==> src/rtl/prog_loader_pkg.sv <==
// Shared instruction-format definitions for the program loader:
// loader state encodings, instruction field positions, the reserved-bit
// mask applied to the high byte of each word, and the opcode values.
package prog_loader_pkg;

    // Loader state encoding
    typedef enum logic [2:0] {
        ST_IDLE  = 3'd0,
        ST_LEN   = 3'd1,
        ST_HI    = 3'd2,
        ST_LO    = 3'd3,
        ST_WRITE = 3'd4,
        ST_CHK   = 3'd5,
        ST_DONE  = 3'd6,
        ST_ERR   = 3'd7
    } state_e;

    // Instruction word field positions (16-bit word)
    localparam int WORD_W     = 16;
    localparam int F_RSVD_MSB = 15;
    localparam int F_RSVD_LSB = 14;
    localparam int F_R1_BIT   = 13;
    localparam int F_R0_BIT   = 12;
    localparam int F_OP_MSB   = 11;
    localparam int F_OP_LSB   = 8;
    localparam int F_DATA_MSB = 7;
    localparam int F_DATA_LSB = 0;

    // Reserved field as seen in the high byte of the stream ([7:6])
    localparam logic [7:0] HI_RSVD_MASK = 8'hC0;

    // Opcode values carried in bits [11:8]
    localparam logic [3:0] OP_NOP  = 4'h0;
    localparam logic [3:0] OP_LDI  = 4'h1;
    localparam logic [3:0] OP_ADD  = 4'h2;
    localparam logic [3:0] OP_SUB  = 4'h3;
    localparam logic [3:0] OP_AND  = 4'h4;
    localparam logic [3:0] OP_OR   = 4'h5;
    localparam logic [3:0] OP_XOR  = 4'h6;
    localparam logic [3:0] OP_JMP  = 4'h7;
    localparam logic [3:0] OP_JZ   = 4'h8;
    localparam logic [3:0] OP_OUT  = 4'h9;
    localparam logic [3:0] OP_HALT = 4'hF;

    // True for states in which a stream byte may be consumed
    function automatic logic is_accepting(input state_e s);
        return (s == ST_LEN) || (s == ST_HI) || (s == ST_LO) || (s == ST_CHK);
    endfunction

    // True for states that count as an active load
    function automatic logic is_busy(input state_e s);
        return !((s == ST_IDLE) || (s == ST_DONE) || (s == ST_ERR));
    endfunction

    // A high byte is legal only when its reserved bits are clear
    function automatic logic hi_byte_legal(input logic [7:0] b);
        return (b & HI_RSVD_MASK) == 8'h00;
    endfunction

    // Assemble the instruction word from its two stream bytes
    function automatic logic [WORD_W-1:0] pack_word(input logic [7:0] hi,
                                                    input logic [7:0] lo);
        logic [WORD_W-1:0] w;
        w = '0;
        w[F_RSVD_MSB:F_RSVD_LSB] = hi[7:6];
        w[F_R1_BIT]              = hi[5];
        w[F_R0_BIT]              = hi[4];
        w[F_OP_MSB:F_OP_LSB]     = hi[3:0];
        w[F_DATA_MSB:F_DATA_LSB] = lo;
        return w;
    endfunction

endpackage

==> src/rtl/prog_loader.sv <==
// Byte-stream program loader. Consumes a length byte, N two-byte
// instruction words and an XOR checksum byte, writing each word into
// program memory as soon as its low byte arrives. All outputs are
// registered; they are computed from the next state on every edge.
module prog_loader
    import prog_loader_pkg::*;
#(
    parameter int ADDR_W = 8
) (
    input  logic              clk,
    input  logic              rst,
    input  logic              start,
    input  logic [7:0]        byte_in,
    input  logic              byte_valid,
    output logic              byte_ready,
    output logic              mem_we,
    output logic [ADDR_W-1:0] mem_addr,
    output logic [15:0]       mem_wdata,
    output logic              busy,
    output logic              done,
    output logic              err
);

    // Index counter is wide enough to compare against the 8-bit length byte
    localparam int CNT_W = (ADDR_W > 8) ? ADDR_W : 8;

    state_e             state_q, state_d;
    logic [7:0]         n_q, n_d;
    logic [CNT_W-1:0]   idx_q, idx_d;
    logic [7:0]         csum_q, csum_d;
    logic [7:0]         hi_q, hi_d;

    logic               byte_ready_q, byte_ready_d;
    logic               mem_we_q, mem_we_d;
    logic [ADDR_W-1:0]  mem_addr_q, mem_addr_d;
    logic [15:0]        mem_wdata_q, mem_wdata_d;
    logic               busy_q, busy_d;
    logic               done_q, done_d;
    logic               err_q, err_d;

    logic               accept;
    logic [CNT_W-1:0]   idx_inc;

    assign accept  = byte_valid & byte_ready_q;
    assign idx_inc = idx_q + 1'b1;

    // Next-state, datapath and registered-output computation
    always_comb begin
        state_d     = state_q;
        n_d         = n_q;
        idx_d       = idx_q;
        csum_d      = csum_q;
        hi_d        = hi_q;
        mem_we_d    = 1'b0;
        mem_addr_d  = mem_addr_q;
        mem_wdata_d = mem_wdata_q;

        case (state_q)
            ST_IDLE, ST_ERR: begin
                // A fresh load restarts the word index and checksum
                if (start) begin
                    state_d = ST_LEN;
                    idx_d   = '0;
                    csum_d  = 8'h00;
                end
            end
            ST_LEN: begin
                if (accept) begin
                    if (byte_in == 8'h00) begin
                        state_d = ST_ERR;
                    end else begin
                        n_d     = byte_in;
                        state_d = ST_HI;
                    end
                end
            end
            ST_HI: begin
                if (accept) begin
                    if (!hi_byte_legal(byte_in)) begin
                        state_d = ST_ERR;
                    end else begin
                        hi_d    = byte_in;
                        csum_d  = csum_q ^ byte_in;
                        state_d = ST_LO;
                    end
                end
            end
            ST_LO: begin
                // Write strobe is raised on this edge so it is seen
                // during the single WRITE cycle
                if (accept) begin
                    csum_d      = csum_q ^ byte_in;
                    mem_we_d    = 1'b1;
                    mem_addr_d  = idx_q[ADDR_W-1:0];
                    mem_wdata_d = pack_word(hi_q, byte_in);
                    state_d     = ST_WRITE;
                end
            end
            ST_WRITE: begin
                idx_d   = idx_inc;
                state_d = (idx_inc == CNT_W'(n_q)) ? ST_CHK : ST_HI;
            end
            ST_CHK: begin
                if (accept) begin
                    state_d = (byte_in == csum_q) ? ST_DONE : ST_ERR;
                end
            end
            ST_DONE: begin
                state_d = ST_IDLE;
            end
            default: begin
                state_d = ST_IDLE;
            end
        endcase

        byte_ready_d = is_accepting(state_d);
        busy_d       = is_busy(state_d);
        done_d       = (state_d == ST_DONE);
        err_d        = (state_d == ST_ERR);
    end

    // State, counters and registered outputs; reset clears everything
    always_ff @(posedge clk or posedge rst) begin
        if (rst) begin
            state_q      <= ST_IDLE;
            n_q          <= 8'h00;
            idx_q        <= '0;
            csum_q       <= 8'h00;
            hi_q         <= 8'h00;
            byte_ready_q <= 1'b0;
            mem_we_q     <= 1'b0;
            mem_addr_q   <= '0;
            mem_wdata_q  <= 16'h0000;
            busy_q       <= 1'b0;
            done_q       <= 1'b0;
            err_q        <= 1'b0;
        end else begin
            state_q      <= state_d;
            n_q          <= n_d;
            idx_q        <= idx_d;
            csum_q       <= csum_d;
            hi_q         <= hi_d;
            byte_ready_q <= byte_ready_d;
            mem_we_q     <= mem_we_d;
            mem_addr_q   <= mem_addr_d;
            mem_wdata_q  <= mem_wdata_d;
            busy_q       <= busy_d;
            done_q       <= done_d;
            err_q        <= err_d;
        end
    end

    assign byte_ready = byte_ready_q;
    assign mem_we     = mem_we_q;
    assign mem_addr   = mem_addr_q;
    assign mem_wdata  = mem_wdata_q;
    assign busy       = busy_q;
    assign done       = done_q;
    assign err        = err_q;

endmodule

==> config.mk <==
export PLATFORM = sky130hd
export DESIGN_NAME = prog_loader
export DESIGN_NICKNAME = d
export VERILOG_FILES = /design/src/rtl/prog_loader_pkg.sv /design/src/rtl/prog_loader.sv
export SDC_FILE = /design/constraint.sdc
export NUM_CORES = 1
export LEC_CHECK = 0
export BUFFER_PORTS_ARGS = -buffer_cell sky130_fd_sc_hd__buf_2
export CORE_UTILIZATION = 62
export CTS_CLUSTER_DIAMETER = 120
export DETAILED_ROUTE_END_ITERATION = 7
export PLACE_DENSITY = 0.95
export SYNTH_ARGS = -nofsm -noshare
export SYNTH_HDL_FRONTEND = slang
export SYNTH_SLANG_ARGS = --single-unit
==> constraint.sdc <==
create_clock -name clk -period 3.24 [get_ports clk]
set_input_delay 0.648 -clock clk [delete_from_list [all_inputs] [get_ports clk]]
set_output_delay 0.648 -clock clk [all_outputs]
set_load 0.01 [all_outputs]
==> results_dict.tcl, run 1 <==
set metrics [dict create \
    status "finished, final reports clean" \
    setup_tns_ns 0 \
    syn_avg_cell_area_um2 9.72 \
    die_y_um 72.8 \
    final_util_pct 73.9 \
    syn_to_final_growth_pct 13.6 \
    cts_buffer_depth 2 \
    num-nets-final 372 \
    antenna_found_initial 0 \
    arrival_ns 2.65 \
    cp_slowest_stage_delay_ns 0.64 \
    layout_commonest_cell "nand2_1" \
    start_util_pct 65.0 \
    finalMaxSlewViolations 0 \
    drc_errors 0 \
    drt-wirelength-per-cell_um 17.1 \
    overflow 0 \
    dr.first_iter.drc_count 283 \
    cts_sinks 64 \
    combPwrFrac_pct 35.1 \
    path_clk_slew_ns 0.07 \
    io_buffers 40 \
    hp-class "in2async" \
    num_rows 25 \
    cts_root_buf "clkbuf_8" \
    h-tree-depth 3 \
    placed_area_um2 3330 \
    cp_common_cell "nand2_1" \
    hpwl_um 4720 \
    setup_violations 0 \
    synth_area_leader_cell "dfrtp_1" \
    final_cell_mix "nand2_1, dfrtp_1, buf_2, o21ai_0, nor2_1" \
    gp_congestion 0.904 \
    setup.worst_path.start_class "flop" \
    layout-drive-gt1-share_pct 23.4 \
    yosysUniqueCellTypes 50 \
    cp_cell_sequence "nand2b_1 -> or2_2 -> inv_1 -> nand2_1 -> nand2_1" \
    critPathCaptureType "flop" \
    fillers 314 \
    yosys_warnings 0 \
    swShare_pct 37.1 \
    synth.top_cell.area_share_pct 51.5 \
    grt_pass1_vias 2534 \
    synth_enable_flop_cells 0 \
    worstMarginPinSlew_ns 1.01 \
    ir_drop_mv 0.564 \
    syn_inst 320 \
    critPathKind "reg2reg" \
    cts_made_buffers 9 \
    hold_violations 0 \
    clockPowerShare_pct 22.4 \
    insertion_delay_ns 0.35 \
    netlist_top_cells_area "dfrtp_1, nand2_1, mux2_2, o21ai_0, xnor2_1" \
    p_seq_share_pct 42.5 \
    die_w_um 72.8 \
    rsz0062_at_grt "no" \
    p_leak_nw 1.73 \
    finClkSkew_ns 0.00676 \
    synth-async-reset-ratio_pct 100 \
    design_area_um2 3540 \
    io_pins 41 \
    grt_pass1_wl_um 12300 \
    crit_fanout 23 \
    cts-resized-gates 0 \
    final.period_utilization_pct 72.9 \
    internal_power_mw 2.02 \
    first_pass_iters 5 \
    hold-worst-slack_ns 0.201 \
    num_vias 2570 \
    die_area_um2 5310 \
    worstPathRequired_ns 3.53 \
    slew_headroom_pct 32.1 \
    ys_ff_latch 64 \
    synth_nets 333 \
    ctsHoldBuffers 0 \
    n_antenna_cell 0 \
    grtUsageTotal_pct 31.7 \
    cts_tree "done" \
    viasPerCell 5.98 \
    wirelength_um 7350 \
    cts_setup_buffers 0 \
    power.density_nw_per_um2 908 \
    syn_area_um2 3110 \
    synth-main-ff-cell "dfrtp_1" \
    switchingPower_mw 1.19 \
    ys_seq_area_share_pct 51.5 \
    drt.antenna.violating_nets 0 \
    period_minus_slack_ns 2.36 \
    slowest_stage "dfrtp_1" \
    coreArea_um2 4790 \
    max_freq_mhz 424 \
    drv_cap 0 \
    grt_max_degree 55 \
]
[worst max-delay path: cells and delay by family, from the launching register on]
family	cells	cell delay (ns)
buffers and inverters	1	0.59
flip-flops	1	0.64
AND/OR/NAND/NOR	4	1.05
[kinds of logic after synthesis]
family / Yosys count / synth area share [%]
and+or+nand+nor: 144 / 22.2
DFF: 64 / 51.5
AOI/OAI and AO/OA: 58 / 12.2
buffers and inverters: 21 / 3.42
xor gates and xnor gates: 17 / 4.78
muxes: 15 / 5.55
adders and majority gates: 1 / 0.402
[synth_stat cells, types with 4 or more instances]
cell type  instances
nor2_1            20
nand2_1           85
inv_1              6
nand3_1            6
a21oi_1            6
o21ai_0           28
xor2_1             7
nand2b_1           4
nor3b_1            5
buf_2              6
clkbuf_1           7
mux2_2            14
xnor2_1           10
dfrtp_1           64
[worst paths after layout]
kind / from / to / slack (ns) / cells after the start
min: rst / mem_wdata[8] / 0.20 / 2
max in group asynchronous: rst / n_q[6] / 2.12 / 3
min in group clk: hi_q[5] / mem_wdata[13] / 0.47 / 2
max reg2reg: state_q[1] / mem_addr[0] / 0.88 / 5
max: state_q[1] / mem_addr[0] / 0.88 / 5
min reg2reg: hi_q[5] / mem_wdata[13] / 0.47 / 2
[layout make-up]
type | count | area (µm²) | share of cell area (%)
well taps | 67 | 83.8 | 2.37
clock buffers | 11 | 131 | 3.72
inverters | 6 | 22.5 | 0.637
repair buffers | 43 | 223 | 6.30
flip-flops and latches | 64 | 1600 | 45.3
multi-input cells | 235 | 1400 | 39.7
clock inverters | 4 | 70.1 | 1.98
[power groups by stage]
| stage | Sequential, mW | Combinational [mW] | Clock, mW |
|---|---|---|---|
| 2_1_floorplan | 1.35 | 0.755 | 0 |
| 3_3_place_gp | 1.35 | 1.04 | 0 |
| 3_5_place_dp | 1.37 | 1.10 | 0 |
| 4_1_cts | 1.36 | 1.12 | 0.722 |
| 5_1_grt | 1.40 | 1.24 | 0.757 |
| 6_report | 1.37 | 1.13 | 0.719 |
[flip-flops by register name (all words and copies together), names as in the netlist]
name and flops:
mem_we 1, csum_q 8, n_q 8, done 1
hi_q 8, mem_wdata 16, idx_q 8, state_q 3
mem_addr 8, byte_ready 1, err 1, busy 1
[per-stage QoR]
stage	power [mW]	setup slack, ns	std cells
after global routing	3.40	0.714	430
after CTS	3.20	0.881	430
after detailed placement	2.47	0.805	415
after floorplan	2.11	0.994	320
after global placement	2.38	0.857	415
final	3.21	0.879	430
[per-layer routing]
layer,vias up,track usage [%],wire length (µm)
li1,1178,-,-
met1,1226,39.7,2910
met2,143,51.9,3670
met3,23,6.49,528
met4,0,17.4,243
met5,-,0,0
Note: power is estimated with default switching activity, not from simulation.
==> inputs of run 2 (changes only) <==
--- a/config.mk
+++ b/config.mk
@@ -6,10 +6,10 @@
 export NUM_CORES = 1
 export LEC_CHECK = 0
 export BUFFER_PORTS_ARGS = -buffer_cell sky130_fd_sc_hd__buf_2
-export CORE_UTILIZATION = 62
+export CORE_UTILIZATION = 57
 export CTS_CLUSTER_DIAMETER = 120
 export DETAILED_ROUTE_END_ITERATION = 7
-export PLACE_DENSITY = 0.95
+export PLACE_DENSITY = 0.9
 export SYNTH_ARGS = -nofsm -noshare
 export SYNTH_HDL_FRONTEND = slang
 export SYNTH_SLANG_ARGS = --single-unit
==> constraint.sdc (replaced) <==
create_clock -name clk -period 2.3 [get_ports clk]
set_input_delay 0.46 -clock clk [delete_from_list [all_inputs] [get_ports clk]]
set_output_delay 0.46 -clock clk [all_outputs]
set_load 0.01 [all_outputs]
==> results_dict.tcl, run 2 (same netlist as run 1, synthesis figures left out) <==
set metrics [dict create \
    status "finished, final reports clean" \
    worstPathRequired_ns 2.53 \
    crit_fanout 5 \
    syn_to_final_growth_pct 16.9 \
    rr_worst_depth 6 \
    largest_reg_flops 16 \
    finClkSkew_ns 0.00966 \
    max_freq_mhz 457 \
    overflow 0 \
    use_met1_pct 35.1 \
    multiInputGateArea_um2 1420 \
    critPathKind "reg2reg" \
    final_util_pct 70.3 \
    rsz0062_at_grt "no" \
    ctsHoldBuffers 0 \
    drt.antenna.violating_nets 0 \
    final.period_utilization_pct 95.1 \
    ir_drop_mv 0.661 \
    num_rows 26 \
    grt_pass1_vias 2370 \
    cp_slowest_stage_delay_ns 0.45 \
    finalMaxSlewViolations 0 \
    io_pins 41 \
    drt-wirelength-per-cell_um 14.8 \
    setup.worst_path.start_class "flop" \
    num-nets-final 382 \
    crit_buf_inv 0 \
    seqCellArea_um2 1600 \
    n_antenna_cell 0 \
    insertion_delay_ns 0.35 \
    viasPerCell 5.61 \
    num_vias 2492 \
    path_clk_slew_ns 0.08 \
    p_leak_nw 1.78 \
    cts_sinks 64 \
    cts_root_buf "clkbuf_8" \
    io_buffers 40 \
    antenna_found_initial 0 \
    first_pass_iters 4 \
    grtUsageMet2_pct 42.9 \
    slowest_stage "dfrtp_1" \
    cts_setup_buffers 0 \
    critPathCaptureType "flop" \
    layout_commonest_cell "nand2_1" \
    fin_ws_ns 0.113 \
    wirelength_um 6590 \
    setup_violations 0 \
    arrival_ns 2.41 \
    layout-drive-gt1-share_pct 26.7 \
    worstMarginPinSlew_ns 0.903 \
    hpwl_um 4550 \
    h-tree-depth 3 \
    coreArea_um2 5170 \
    grt_use_met3_pct 7.28 \
    die_area_um2 5760 \
    cts_made_buffers 9 \
    cp_cell_sequence "or3b_1 -> a2111oi_2 -> o32ai_1 -> nor3_2 -> nor2_1 -> mux2_4" \
    final_cell_mix "nand2_1, dfrtp_1, buf_2, o21ai_0, nor2_1" \
    die_w_um 75.9 \
    drc_errors 0 \
    die_y_um 75.9 \
    cts_tree "done" \
    power.density_nw_per_um2 1230 \
    dr.first_iter.drc_count 223 \
    setup_tns_ns 0 \
    gp_congestion 0.905 \
    pre_cts_slack_ns 0.0680 \
    cts_buffer_depth 2 \
    grtUsageTotal_pct 26.9 \
    start_util_pct 60.2 \
    slew_headroom_pct 39.3 \
    cp_top_family "simple AND/OR/NAND/NOR gates" \
    fillers 392 \
    grt_max_degree 42 \
    drv_cap 0 \
    period_minus_slack_ns 2.19 \
    hp-class "in2async" \
    hold_violations 0 \
    crit_cells 6 \
    grt_most_used_layer "met2" \
    grt_pass1_wl_um 11100 \
]
run 2: what timing repair did:
item | 4_1_cts | 5_1_grt
resized for setup | 0 | 3
hold endpoints to repair | 0 | 0
setup endpoints to repair | 0 | 1
run 2: cell type report:
cell class	count	share of cell area, %
clock buffer	11	3.89
clock inverter	5	1.55
inverter	6	0.619
multi-input combinational	235	39.0
sequential	64	44.0
tap	70	2.41
timing repair buffer	53	8.53
run 2: final timing paths:
path	startpoint	to	slack, ns
min reg2reg	mem_addr[2]	mem_addr[2]	0.47
max reg2reg	n_q[5]	byte_ready	0.11
min in group clk	byte_in[1]	mem_wdata[1]	0.41
max	n_q[5]	byte_ready	0.11
max in group asynchronous	rst	n_q[7]	1.58
min	rst	idx_q[4]	0.13
run 2: report_power, final:
part / switching (mW) / internal, mW
sequential: 0.287 / 1.55
combinational: 0.915 / 0.758
clock: 0.425 / 0.528
run 2: stage by stage:
stage / instance area [µm²] / std cells / total power, mW / hold slack (ns)
after floorplan: 3110 / 320 / 2.97 / 0.430
after global placement: 3430 / 428 / 3.42 / 0.445
after detailed placement: 3430 / 428 / 3.51 / 0.454
after CTS: 3620 / 444 / 4.48 / 0.144
after global routing: 3640 / 444 / 4.80 / 0.194
final: 3640 / 444 / 4.46 / 0.133
run 2: per-layer routing:
layer	wire, µm	share of wire, %
met2	3260	50
met1	2850	43
met5	0	0
met3	385	5.8
met4	97	1.5
